### src/rtl/rhs_spi_slave_model.sv
// Behavioural RHS-style headstage SPI slave: oversampled mode-0 SPI, 32-bit command
// decode, register file, per-channel sample counters and a fixed-depth result pipeline.

module rhs_chan_ctr #(
  parameter logic [15:0] SEED = 16'd0
) (
  input  logic        clk,
  input  logic        rst_n,
  input  logic        clr,
  input  logic        inc,
  output logic [15:0] cnt
);
  always_ff @(posedge clk or negedge rst_n) begin
    if (!rst_n)   cnt <= SEED;
    else if (clr) cnt <= SEED;
    else if (inc) cnt <= cnt + 16'd1;
  end
endmodule


### config.mk
export PLATFORM = sky130hd
export DESIGN_NAME = rhs_chan_ctr
export DESIGN_NICKNAME = d
export VERILOG_FILES = /design/src/rtl/rhs_spi_slave_model.sv
export SDC_FILE = /design/constraint.sdc
export NUM_CORES = 1
export LEC_CHECK = 0
export ABC_AREA = 1
export BUFFER_PORTS_ARGS = -buffer_cell sky130_fd_sc_hd__buf_2
export CAP_MARGIN = 15
export CORE_MARGIN = 2
export CORE_UTILIZATION = 59
export CTS_BUF_LIST = sky130_fd_sc_hd__clkbuf_8
export DETAILED_ROUTE_END_ITERATION = 10
export PLACE_DENSITY = 0.95
export SLEW_MARGIN = 20
export SYNTH_ARGS = -nofsm -noshare
export SYNTH_HDL_FRONTEND = slang
export SYNTH_SLANG_ARGS = --single-unit
### constraint.sdc
create_clock -name clk -period 2 [get_ports clk]
set_input_delay 0.2 -clock clk [delete_from_list [all_inputs] [get_ports clk]]
set_output_delay 0.2 -clock clk [all_outputs]
set_load 0.1 [all_outputs]
* Yosys cells after proc, flatten, opt, wreduce, memory -nomap -nowiden *
Cells that the tools add are included.

storage, ports and cells
  flip-flop bits (word level) = 16
  bits of input ports = 4
  output and inout port bits = 16
  word-level logic and storage cells = 5

cells by class
  $add $sub $neg = 1
  muxes and demuxes = 2
  reductions and logical operators = 1

operator list
  operator                                       count
  two-way mux 16 bit                             2
  adder 16 x 1 -> 16 bit, second input constant  1
  nonzero test 2 bit                             1

* Depth between registers and ports, before layout *
  word-level depth = 3
  depth in mapped cells = 8
  mapped depth without buffers = 8

* Worst setup path before layout *
No wires, ideal clock.

  kind = reg2reg
  from = reg cnt[0]
  to = reg cnt[10]
  library setup time = 0.114 ns
  arrival = 1.900 ns
  required time = 1.886 ns
  setup slack = -0.014 ns
  cell stages (with the launch flop) = 9
  buffers on the path = 0
  clock period less this slack = 2.014 ns
  cells stage by stage = dfrtp_1 -> ha_1 -> nand2_1 -> inv_1 -> nand3_2 -> nor2_1 -> nand2_1 -> nand2_1 -> nor2_1

on the way
  longest elaborated chain between the ends = 3

ends and longest elaborated chain
  what                      RTL line  text
  start: declaration        11        output logic [15:0] cnt
  start signal: assignment  16        else if (inc) cnt <= cnt + 16'd1;
  adder 16 x 1 -> 16 bit    16
  two-way mux 16 bit        16
  two-way mux 16 bit        15        else if (clr) cnt <= SEED;

No other way between the ends. The select of a mux whose other input is x is not followed.
A chain may end at the register's enable or synchronous reset.

* Worst setup path in the final report *
  from = reg cnt[1]
  to = reg cnt[14]

Same word-level chain as after synthesis.

==> reports/results.tsv <==
metric	value	unit
status	completed	
post-DR vias/cell	5.512	
Worst EP required	2.18	ns
GR peak layer	met2	
clock transition at the registers of the reported paths	0.07	ns
vias in the first global route	835	
Hold-fix buffers, CTS	1	
Static Leakage	0.0005704	uW
H-tree depth	1	
final instance area	1090	sq um
n_diodes	0	
RR Startpoint	cnt[1]	
First-pass DRT Iterations	4	
share of cells above drive strength 1	0.2237	
Post-Route WL	2.271	mm
pin count of the biggest net entering global routing	17	
top post-synthesis cells by area	dfrtp_1 43%, nand2_1 13%, nor2_1 11%, inv_1 6.5%, a21oi_1 3.3%	
DRC	0	
worst hold path class	in2reg	
DPL Wire Length	1.596	mm
Top Registers	cnt: 16 flops	
CTS Buffer Depth	2	
final worst-path cycle share	0.7370	
commonest cells after routing, fill and taps aside	32 x nand2_1, 28 x nor2_1, 19 x buf_2	
Max Fanout on Critical Path	4	
achievable frequency	678.4	MHz
Syn Std Cell Area	923.4	sq um
Final Net Count	158	
grt met2 use	0.4441	
Slew @ Worst Pin	0.4869	ns
post-synth top area share	0.4336	
post-route setup TNS	0	ns
count of cell types in the netlist	23	
register area share after synthesis	0.4336	
area leader, netlist	dfrtp_1	
syn nets	134	
# setup viols final	0	
number of buffers added for setup after CTS	0	
chip width	43.56	um
combined area of the multi-input logic cells	450.4	sq um
hold path depth	2	
initial DRC count	42	
DR WL/cell	13.52	um
startpoint types	flip-flop	
met3 GRT Util	0.04167	
commonest non-fill, non-tap cell in the layout	nand2_1	
max_cap viols	0	
RePlAce Congestion	0.8865	
post-layout min period	1.474	ns
Via Count	926	
Setup WS post-layout	0.5260	ns
Ys Warns	0	
Reg with most FFs	cnt	
Crit Reg-Reg Endpoint	cnt[14]	
Hold Fails Final Rpt	0	
aggregate global routing overflow	0	
Filler cells	111	
Clock Tree Root	clkbuf_8	
CTS-repair resized insts	0	
Post-Place Setup Slack	0.6476	ns
CP Data Arrival Time	1.65	ns
CP Capture Type	flip-flop	
Largest register FFs	16	
Tot Pwr	662.0	uW
hold slack	0.1747	ns
Yosys reg bits	16	
Peak VDD IR	0.4560	mV
die span in y	43.56	um
crit-path max cell delay	0.41	ns
CTS tree	done	
die area	1897	sq um
Buffers on Ports	19	
pwr dens	607.4	nW/um^2
WS Path Type	reg2reg	
Clk Latency, worst-skew pair	0.25	ns
Detail Route Antenna Nets	0	
total CTS buffers	3	
hold wc startpoint	clr	
Post-Syn Area per Cell	7.158	sq um
starting density of the core	0.6202	
clk_skew	0.005107	ns
worst rel slew slack	0.6776	
Area growth syn-to-layout	18.02	%
GRT Total Usage	0.2678	
worst reg2reg setup slack	0.53	ns
CTS sink cnt	16	
fin. max-slew vios	0	
hold worst-path end	cnt[0]	
critical path cell sequence	ha_1 -> nand3_1 -> nor2_1 -> nand4_1 -> nand2_1 -> nand2_1 -> nor2_1	
cell at the slowest stage of the critical path	dfrtp_1	
Cells after Synth	129	
total I/O pin count	20	
core region area	1489	sq um
num rows	14	
worst r2r path cells	7	
area occupied by registers	401.6	sq um
antenna violations before repair	0	
first-pass GRT wire length	3.691	mm
Cell Area, Placed	1035	sq um
RSZ-0062 raised after global routing	false	
Global Route met1 Usage	0.3432	
[where the power goes]
group	switching, uW	total (uW)	internal, uW
clock	115	252	136
sequential	6.32	335	328
combinational	60.2	75.7	15.5
total	182	662	480
[metrics by stage]
step           instances    util
2_1_floorplan        129       -
3_3_place_gp         163  0.6950
3_5_place_dp         163  0.6950
4_1_cts              168  0.7319
5_1_grt              168  0.7319
6_report             168  0.7319
[how the worst max path moves through the flow]
stage           start       to
6_report       cnt[1]  cnt[14]
3_5_place_dp   cnt[0]  cnt[14]
5_1_grt        cnt[1]  cnt[14]
2_1_floorplan  cnt[1]  cnt[10]
3_3_place_gp   cnt[0]   cnt[6]
4_1_cts        cnt[1]  cnt[14]
[cell families (layout without fill, tap and decap cells)]
logic type,after synthesis,count (layout),share of synthesized area
AO/OA/AOI/OAI,13,13,0.07725
flip-flops,16,16,0.4336
buffers and inverters,19,42,0.07859
XOR/XNOR,1,1,0.009487
adder cells (fa/ha/maj),1,1,0.01355
AND/OR/NAND/NOR,79,79,0.3875
[critical path: cells and delay by family (launching register included)]
family	cells	cell delay (ns)
adders and majority gates	1	0.24
DFF	1	0.41
and+or+nand+nor	6	0.73
[Yosys cell counts]
cell type,count
ha_1,1
nand2_1,32
nand2_4,1
nand3_2,1
a31oi_1,1
nor3_2,1
nor2_2,2
nor3_1,1
nand2_2,2
o21ai_0,2
nand3_1,6
nor2_1,28
xnor2_1,1
dfrtp_1,16
nand4_1,3
inv_1,16
a21oi_1,6
o21bai_1,1
inv_2,2
buf_2,1
a211oi_1,1
nor2_4,2
o21ai_1,2
[final cells by class]
type	count	share of cell area
clock inverter	1	0.003444
clock buffer	3	0.03789
tap	16	0.01837
timing repair buffer	20	0.09644
inverter	18	0.06200
multi-input combinational	94	0.4133
sequential	16	0.3685
[per-layer routing]
layer  wire length (um)  up-vias
met5                  0        -
met4                 36        0
met3                111        5
met2               1162       36
met1                960      437
li1                   -      448
(Power assumes the default switching activity.)
